`src/rtl/ofifo_drain_pkg.sv`:
```
// Shared types and SRAM control encodings for the OFIFO drain block.
package ofifo_drain_pkg;

  typedef enum logic [2:0] {
    IDLE  = 3'd0,
    WAIT  = 3'd1,
    RDOLD = 3'd2,
    WRITE = 3'd3,
    DONE  = 3'd4
  } state_t;

  // psum SRAM strobes are active-low
  localparam logic CEN_ON  = 1'b0;
  localparam logic CEN_OFF = 1'b1;
  localparam logic WEN_WR  = 1'b0;
  localparam logic WEN_RD  = 1'b1;

endpackage

```
`src/rtl/ofifo_drain_vec_add.sv`:
```
// Lane-wise wrapping adder: col independent psum_bw-bit two's-complement adds.
module psum_vec_add #(
  parameter int psum_bw = 16,
  parameter int col     = 8
) (
  input  logic [psum_bw*col-1:0] i_a,
  input  logic [psum_bw*col-1:0] i_b,
  output logic [psum_bw*col-1:0] o_sum
);

  // Each lane truncates its own carry so nothing leaks into the neighbour
  always_comb begin
    o_sum = '0;
    for (int unsigned i = 0; i < col; i++) begin
      o_sum[psum_bw*i +: psum_bw] = i_a[psum_bw*i +: psum_bw] + i_b[psum_bw*i +: psum_bw];
    end
  end

endmodule

```
`src/rtl/ofifo_drain.sv`:
```
// Drains psum rows from the corelet OFIFO into the psum SRAM, either
// overwriting the stored rows or accumulating into them (read-modify-write).
module ofifo_drain
  import ofifo_drain_pkg::*;
#(
  parameter int psum_bw = 16,
  parameter int col     = 8,
  parameter int addr_w  = 11
) (
  input  logic                   clk,
  input  logic                   reset,
  input  logic                   start,
  input  logic                   acc,
  input  logic [addr_w-1:0]      base_addr,
  input  logic [addr_w:0]        count,
  input  logic                   ofifo_valid,
  input  logic [psum_bw*col-1:0] ofifo_rdata,
  output logic                   ofifo_rd,
  output logic                   psum_cen,
  output logic                   psum_wen,
  output logic [addr_w-1:0]      psum_a,
  output logic [psum_bw*col-1:0] psum_d,
  input  logic [psum_bw*col-1:0] psum_q,
  output logic                   busy,
  output logic                   done
);

  localparam int W = psum_bw * col;

  state_t              r_state;
  logic                r_acc;
  logic [addr_w-1:0]   r_addr;
  logic [addr_w:0]     r_rem;
  logic [W-1:0]        r_row;
  logic [W-1:0]        r_sum;
  logic [addr_w-1:0]   r_a_hold;
  logic [W-1:0]        r_d_hold;
  logic                r_busy;
  logic                r_done;

  logic [W-1:0]        w_sum;
  logic [W-1:0]        w_wdata;
  logic                w_rd_acc;
  logic                w_wr;
  logic                w_access;

  psum_vec_add #(
    .psum_bw (psum_bw),
    .col     (col)
  ) u_add (
    .i_a   (r_row),
    .i_b   (psum_q),
    .o_sum (w_sum)
  );

  // Decode of the cycles that touch the SRAM
  always_comb begin
    w_rd_acc = (r_state == WAIT) && r_acc && ofifo_valid;
    w_wr     = (r_state == WRITE);
    w_access = w_rd_acc || w_wr;
    w_wdata  = r_acc ? r_sum : r_row;
  end

  // Control sequencer: latch the job on start, then pop/read/write one row at a time
  always_ff @(posedge clk or negedge reset) begin
    if (!reset) begin
      r_state  <= IDLE;
      r_acc    <= 1'b0;
      r_addr   <= '0;
      r_rem    <= '0;
      r_row    <= '0;
      r_sum    <= '0;
      r_a_hold <= '0;
      r_d_hold <= '0;
      r_busy   <= 1'b0;
      r_done   <= 1'b0;
    end else begin
      r_done <= 1'b0;
      case (r_state)
        IDLE: begin
          if (start) begin
            r_acc  <= acc;
            r_addr <= base_addr;
            r_rem  <= count;
            r_busy <= 1'b1;
            if (count == '0) begin
              r_state <= DONE;
              r_done  <= 1'b1;
            end else begin
              r_state <= WAIT;
            end
          end
        end
        WAIT: begin
          if (ofifo_valid) begin
            r_row <= ofifo_rdata;
            if (r_acc) begin
              r_a_hold <= r_addr;
              r_state  <= RDOLD;
            end else begin
              r_state  <= WRITE;
            end
          end
        end
        RDOLD: begin
          r_sum   <= w_sum;
          r_state <= WRITE;
        end
        WRITE: begin
          r_a_hold <= r_addr;
          r_d_hold <= w_wdata;
          r_addr   <= r_addr + 1'b1;
          r_rem    <= r_rem - 1'b1;
          if (r_rem == (addr_w+1)'(1)) begin
            r_state <= DONE;
            r_done  <= 1'b1;
          end else begin
            r_state <= WAIT;
          end
        end
        DONE: begin
          r_busy  <= 1'b0;
          r_state <= IDLE;
        end
        default: begin
          r_state <= IDLE;
          r_busy  <= 1'b0;
        end
      endcase
    end
  end

  // The accumulate read must issue in the same cycle the row is popped, so the
  // strobes are decoded from state; address/data fall back to held copies so
  // they keep their last driven value between accesses.
  always_comb begin
    ofifo_rd = (r_state == WAIT) && ofifo_valid;
    psum_cen = w_access ? CEN_ON : CEN_OFF;
    psum_wen = w_wr ? WEN_WR : WEN_RD;
    psum_a   = w_access ? r_addr : r_a_hold;
    psum_d   = w_wr ? w_wdata : r_d_hold;
    busy     = r_busy;
    done     = r_done;
  end

endmodule

```
`config.mk`:
```
export PLATFORM = sky130hd
export DESIGN_NAME = ofifo_drain
export DESIGN_NICKNAME = d
export VERILOG_FILES = /design/src/rtl/ofifo_drain_pkg.sv /design/src/rtl/ofifo_drain_vec_add.sv /design/src/rtl/ofifo_drain.sv
export SDC_FILE = /design/constraint.sdc
export NUM_CORES = 1
export LEC_CHECK = 0
export CAP_MARGIN = 20
export CORE_UTILIZATION = 59
export CTS_BUF_LIST = sky130_fd_sc_hd__clkbuf_8
export DETAILED_ROUTE_END_ITERATION = 8
export PLACE_DENSITY = 0.89
export SLEW_MARGIN = 30
export SYNTH_ARGS = -nofsm -noshare
export SYNTH_HDL_FRONTEND = slang
export SYNTH_SLANG_ARGS = --single-unit
```
`constraint.sdc`:
```
create_clock -name clk -period 4.4 [get_ports clk]
set_input_delay 0.66 -clock clk [delete_from_list [all_inputs] [get_ports clk]]
set_output_delay 0.66 -clock clk [all_outputs]
set_load 0.005 [all_outputs]
```
Word level (Yosys, flattened, before mapping)
Index checks and enable logic that the tools add are counted.
Cells by class
  $add $sub $neg: 10
  equal/unequal tests: 7
  multiplexer cells: 24
  bitwise logic cells: 1
  reductions and logical operators: 15
Operator list (number)
  128-bit two-way mux: 2
  16-bit adder: 8
  11-bit two-way mux: 4
  11-bit one-hot mux with 2 select lines: 2
  12-bit one-hot mux with 2 select lines: 1
  12-bit by 1-bit == test with 1-bit output (second input constant): 1
  12-bit logical NOT: 1
  12-bit two-way mux: 1
  3-bit two-way mux: 4
  3-bit one-hot mux with 4 select lines: 1
  12-bit by 1-bit subtractor with 12-bit output (second input constant): 1
  11-bit by 1-bit adder with 11-bit output (second input constant): 1
  2-bit AND reduction: 5
  1-bit two-way mux: 7
  3-bit by 2-bit == test with 1-bit output (second input constant): 2
  2-bit inequality test (second input constant): 3
  1-bit one-hot mux with 2 select lines: 2
  2-bit nonzero test: 2
  3-bit by 1-bit == test with 1-bit output (second input constant): 1
  1-bit logical AND: 3
  3-bit logical NOT: 1
  3-bit AND reduction: 1
  3-bit OR reduction: 1
  1-bit logical OR: 1
  1-bit inverter: 1
Storage, ports and cells
  bits in registers: 424

Longest topological paths before layout
  word-level depth: 5
  mapped depth: 10
  mapped depth without buffers: 9

Hierarchy
Synthesis repeated with hierarchy kept, for this count alone.
Unflattened totals
  cell total of the unflattened synthesis: 1987
  area, all modules: 22567.9 µm²
Modules (own cells, without submodules)
  ofifo_drain: instances 1, cells each 1305, area each 17385.4 µm², seq. area each 10610.2 µm²
  psum_vec_add: instances 1, cells each 682, area each 5182.5 µm², seq. area each 0.0 µm²

Worst setup path after synthesis
No wires, ideal clock.
  path type: in2reg
  start point: input port psum_q[112]
  end point: register r_sum[126]
  library setup time: 69 ps
  arrival: 2606 ps
  required time: 4331 ps
  setup slack: 1726 ps
  stages: 8
  buffers on the path: 0
  cells stage by stage: ha_1 > fa_1 > a211oi_1 > o21ai_1 > a21oi_1 > o21ai_0 > or4_1 > nand3_1
Between the ends
  longest elaborated chain between the ends: 1
Ends and longest elaborated chain
  start, declared: line ofifo_drain.sv:23  | input logic [psum_bw*col-1:0] psum_q,
  16-bit adder: line ofifo_drain_vec_add.sv:15  | o_sum[psum_bw*i +: psum_bw] = i_a[psum_bw*i +: psum_bw] + i_b[psum_bw*i +: psum_bw];
  end signal, assigned: line ofifo_drain.sv:106  | r_sum <= w_sum;
  end, declared: line ofifo_drain.sv:35  | logic [W-1:0] r_sum;
Every way passes these cells.
A chain may end at the register's enable or synchronous reset.

Final worst setup path
  start point: register r_state[2]
  end point: output port psum_d[68]
Between the ends
  longest elaborated chain between the ends: 2
Ends and longest elaborated chain
  start, declared: line ofifo_drain.sv:30  | state_t r_state;
  start signal, assigned: line ofifo_drain.sv:67  | r_state <= IDLE;
  start signal, assigned: line ofifo_drain.sv:87  | r_state <= DONE;
  start signal, assigned: line ofifo_drain.sv:90  | r_state <= WAIT;
  3-bit by 2-bit == test with 1-bit output: line ofifo_drain.sv:59  | w_wr = (r_state == WRITE);
  128-bit two-way mux
  end, declared: line ofifo_drain.sv:22  | output logic [psum_bw*col-1:0] psum_d,
Every way passes these cells.

==> flow_summary.json <==
{
  "worstSkewPairLatency_ns": 0.62,
  "hold_depth": 1,
  "multi_input_area_mm2": 0.0116,
  "path_clk_slew_ns": 0.06,
  "hold-worst-slack_ns": 0.477,
  "maxCapViolCount": 0,
  "tritoncts": "yes",
  "cts-buffers-inserted": 72,
  "horizontal_die_dimension_um": 198,
  "die_area_mm2": 0.0393,
  "synth_top_cell_by_area": "sky130_fd_sc_hd__dfrtp_1",
  "outcome": "completed",
  "final_setup_tns_ns": 0,
  "fillers": 2424,
  "worst_slew_margin_rel_pct": 34.6,
  "post_synth_instance_area_mm2": 0.0227,
  "synth_top_area_cells": "sky130_fd_sc_hd__dfrtp_1 (47%), sky130_fd_sc_hd__mux2_2 (7.4%), sky130_fd_sc_hd__ha_1 (6.8%), sky130_fd_sc_hd__o21ai_0 (6.1%), sky130_fd_sc_hd__mux2i_1 (5.9%)",
  "pleak_nw": 12.7,
  "synth-compound-area-share_pct": 15.8,
  "cts-htree-levels": 3,
  "port-buffer-count": 427,
  "timing.hold.worst.start": "r_sum[36]",
  "synth_top_flop_cell": "sky130_fd_sc_hd__dfrtp_1",
  "slew_violations": 0,
  "postSynthAreaPerCell_um2": 10.3,
  "clock_tree.buffer_depth": 3,
  "postLayoutCoreUtil_pct": 76.6,
  "drt_iter0_markers": 1324,
  "seq_area_frac_synth_pct": 46.7,
  "finClkSkew_ns": 0.0232,
  "min_delay_path_class": "flip-flop to flip-flop",
  "portion_of_synthesized_cell_area_occupied_by_the_leading_cell_type_pct": 46.7,
  "async_flop_share_pct": 100,
  "power-per-cell-area_mw_per_mm2": 791,
  "cts_post_setup_buffers_inserted": 0,
  "core_area_mm2": 0.0378,
  "synth_xor_xnor_area_share_pct": 3.58,
  "critical_path.startpoint_type": "flip-flop",
  "postSynthNetCount": 2622,
  "number_of_antenna_violations_at_the_first_check_in_global_routing": 10,
  "gp_congestion": 0.965,
  "worst_hold_path.endpoint": "r_sum[36]",
  "groute.usage.overall_pct": 33.0,
  "pin_count": 428,
  "globalRouteOverflowTotal": 0,
  "layout.nets": 3042,
  "global_route_met2_utilization_pct": 54.3,
  "viasPerCell": 5.95,
  "min_period_ns": 4.11,
  "dr.pass1.iters": 6,
  "clock_sinks": 424,
  "place.detailed.hpwl_mm": 44.9,
  "r2r.worst_path.cells": 8,
  "number_of_setup_violations_in_the_final_report": 0,
  "area_share_of_fa_ha_maj_cells_after_synthesis_pct": 7.47,
  "storage_element_area_mm2": 0.0106,
  "flow.area_growth_from_synthesis_pct": 27.1,
  "most_common_cell_after_layout_fill_and_taps_aside": "sky130_fd_sc_hd__clkdlybuf4s50_1",
  "regToRegEndpoint": "r_rem[9]",
  "synth_cells": 2207,
  "grt.met1_usage_pct": 40.4,
  "grt_first_pass_wirelength_mm": 102,
  "worst_slew_pin_slew_ns": 0.979,
  "grt.busiest_layer": "met2",
  "synth.mux.area_fraction_pct": 13.4,
  "critical_path_arrival_ns": 3.45,
  "grt_start_max_net_pins": 131,
  "synth_enable_flop_cells": 0,
  "required_ns": 3.74,
  "synth_top_family_by_area": "compound AO/OA/AOI/OAI gates",
  "initial_core_utilization_pct": 60.2,
  "crit_path_max_fanout": 99,
  "rr_startpoint": "r_state[2]",
  "critical_path_class": "flip-flop to output pin",
  "wire_per_inst_um": 20.0,
  "dieHeight_um": 198,
  "std_cell_rows": 71,
  "grt_pass1_vias": 19804,
  "drc": 0,
  "drive_above_1_share_pct": 10.8,
  "root_buffer": "sky130_fd_sc_hd__clkbuf_8",
  "reg2reg_setup_slack_ns": 1.50,
  "drt_wl_total_mm": 63.8,
  "number_of_failing_hold_endpoints_at_the_final_stage": 0,
  "period_share_pct": 93.4,
  "met3_usage_pct": 8.21,
  "fmax_mhz": 243,
  "rsz_0062_raised_after_global_routing": "no",
  "simple_gate_share_of_the_synthesized_area_pct": 10.6,
  "synthesis_warnings": 0,
  "post_synth_num_cell_types": 73,
  "vias": 19016,
  "leading_cell_types_in_the_layout_fill_and_taps_excluded": "sky130_fd_sc_hd__clkdlybuf4s50_1 (426), sky130_fd_sc_hd__dfrtp_1 (423), sky130_fd_sc_hd__nand2_1 (343)",
  "postSynthRegisterBits": 424,
  "ir_worst_vdd_mv": 0.481,
  "antenna_left": 0,
  "worstSetupEndpointType": "output pin"
}
==> metrics by stage <==
stage	power (W)	worst slack, ns	instance area (µm²)	cells
detailed placement	0.0193	0.887	27500	3063
CTS	0.0228	0.284	28900	3184
finish	0.0229	0.290	28900	3194
global route	0.0245	0.0784	28900	3188
floorplan	0.0145	1.73	22700	2207
global placement	0.0187	0.918	27500	3062
==> critical path: stages (launching register included) <==
cell                              delay (ns)
sky130_fd_sc_hd__dfrtp_1                0.57
sky130_fd_sc_hd__and3b_2                0.38
sky130_fd_sc_hd__inv_6                  0.56
sky130_fd_sc_hd__buf_4                  0.45
sky130_fd_sc_hd__nand2_1                0.09
sky130_fd_sc_hd__o21ai_0                0.14
sky130_fd_sc_hd__clkdlybuf4s50_1        0.62
==> worst max path at each step <==
stage	startpoint	end	slack, ns
finish	r_state[2]	psum_d[68]	0.29
global route	r_state[2]	psum_d[91]	0.08
CTS	r_state[2]	psum_d[68]	0.28
detailed placement	ofifo_valid	ofifo_rd	0.89
global placement	ofifo_valid	ofifo_rd	0.92
floorplan	psum_q[112]	r_sum[126]	1.73
==> power by group <==
group	internal (W)	total (W)	switching, W
Combinational	0.00604	0.0123	0.00624
Sequential	0.00590	0.00724	0.00134
Clock	0.00179	0.00336	0.00157
Total	0.0137	0.0229	0.00915
==> Yosys cell counts, types with 6 or more instances <==
library cell and count:
sky130_fd_sc_hd__nand2b_1 10, sky130_fd_sc_hd__ha_1 123, sky130_fd_sc_hd__o21ai_0 279, sky130_fd_sc_hd__o211ai_1 13, sky130_fd_sc_hd__nor3_1 23, sky130_fd_sc_hd__buf_2 32, sky130_fd_sc_hd__a211oi_1 37, sky130_fd_sc_hd__o31ai_1 14
sky130_fd_sc_hd__clkbuf_1 64, sky130_fd_sc_hd__a21boi_0 9, sky130_fd_sc_hd__inv_1 31, sky130_fd_sc_hd__nand3_1 34, sky130_fd_sc_hd__nand4_1 8, sky130_fd_sc_hd__a21o_1 35, sky130_fd_sc_hd__and3_1 10, sky130_fd_sc_hd__nor3b_1 6
sky130_fd_sc_hd__nor2b_1 7, sky130_fd_sc_hd__a22oi_1 7, sky130_fd_sc_hd__a311oi_1 7, sky130_fd_sc_hd__o21a_1 16, sky130_fd_sc_hd__nor2_1 55, sky130_fd_sc_hd__a21oi_1 92, sky130_fd_sc_hd__buf_1 6, sky130_fd_sc_hd__xnor2_1 49
sky130_fd_sc_hd__mux2i_1 135, sky130_fd_sc_hd__fa_1 8, sky130_fd_sc_hd__a31oi_1 10, sky130_fd_sc_hd__o21bai_1 17, sky130_fd_sc_hd__xor2_1 44, sky130_fd_sc_hd__dfrtp_1 424, sky130_fd_sc_hd__mux2_2 150, sky130_fd_sc_hd__or3_1 8
sky130_fd_sc_hd__and2_1 11, sky130_fd_sc_hd__nand2_1 343
==> area by class of cell <==
class	count	share of cell area, %
Timing Repair Buffer	451	15.8
Clock inverter	32	0.437
Inverter	32	0.433
Antenna cell	10	0.0866
Clock buffer	88	4.19
Tap cell	511	2.21
Sequential cell	424	36.7
Multi-Input combinational cell	1646	40.1
==> state kept, by name, summed over array words and instances (netlist names) <==
name	flops
r_rem	12
r_addr	11
busy	1
r_acc	1
r_sum	128
r_d_hold	128
r_a_hold	11
r_row	128
r_state	3
done	1
==> timing repair <==
item | 4_1_cts | 5_1_grt
resized for setup | 0 | 0
hold buffers | 1 | 0
hold endpoints to repair | 49 | 0
==> logic make-up after synthesis <==
logic type,count (synthesis)
and+or+nand+nor,545
xor gates and xnor gates,93
adders and majority gates,131
AOI/OAI and AO/OA,592
muxes,285
buffers and inverters,137
DFF,424
==> layer usage <==
| metal | vias up | share of wire, % |
|---|---|---|
| met5 | - | 0.075 |
| met4 | 8 | 5.0 |
| met3 | 208 | 7.7 |
| met2 | 752 | 48 |
| met1 | 9244 | 40 |
| li1 | 8804 | - |
Power figures use the tool's default switching activity.
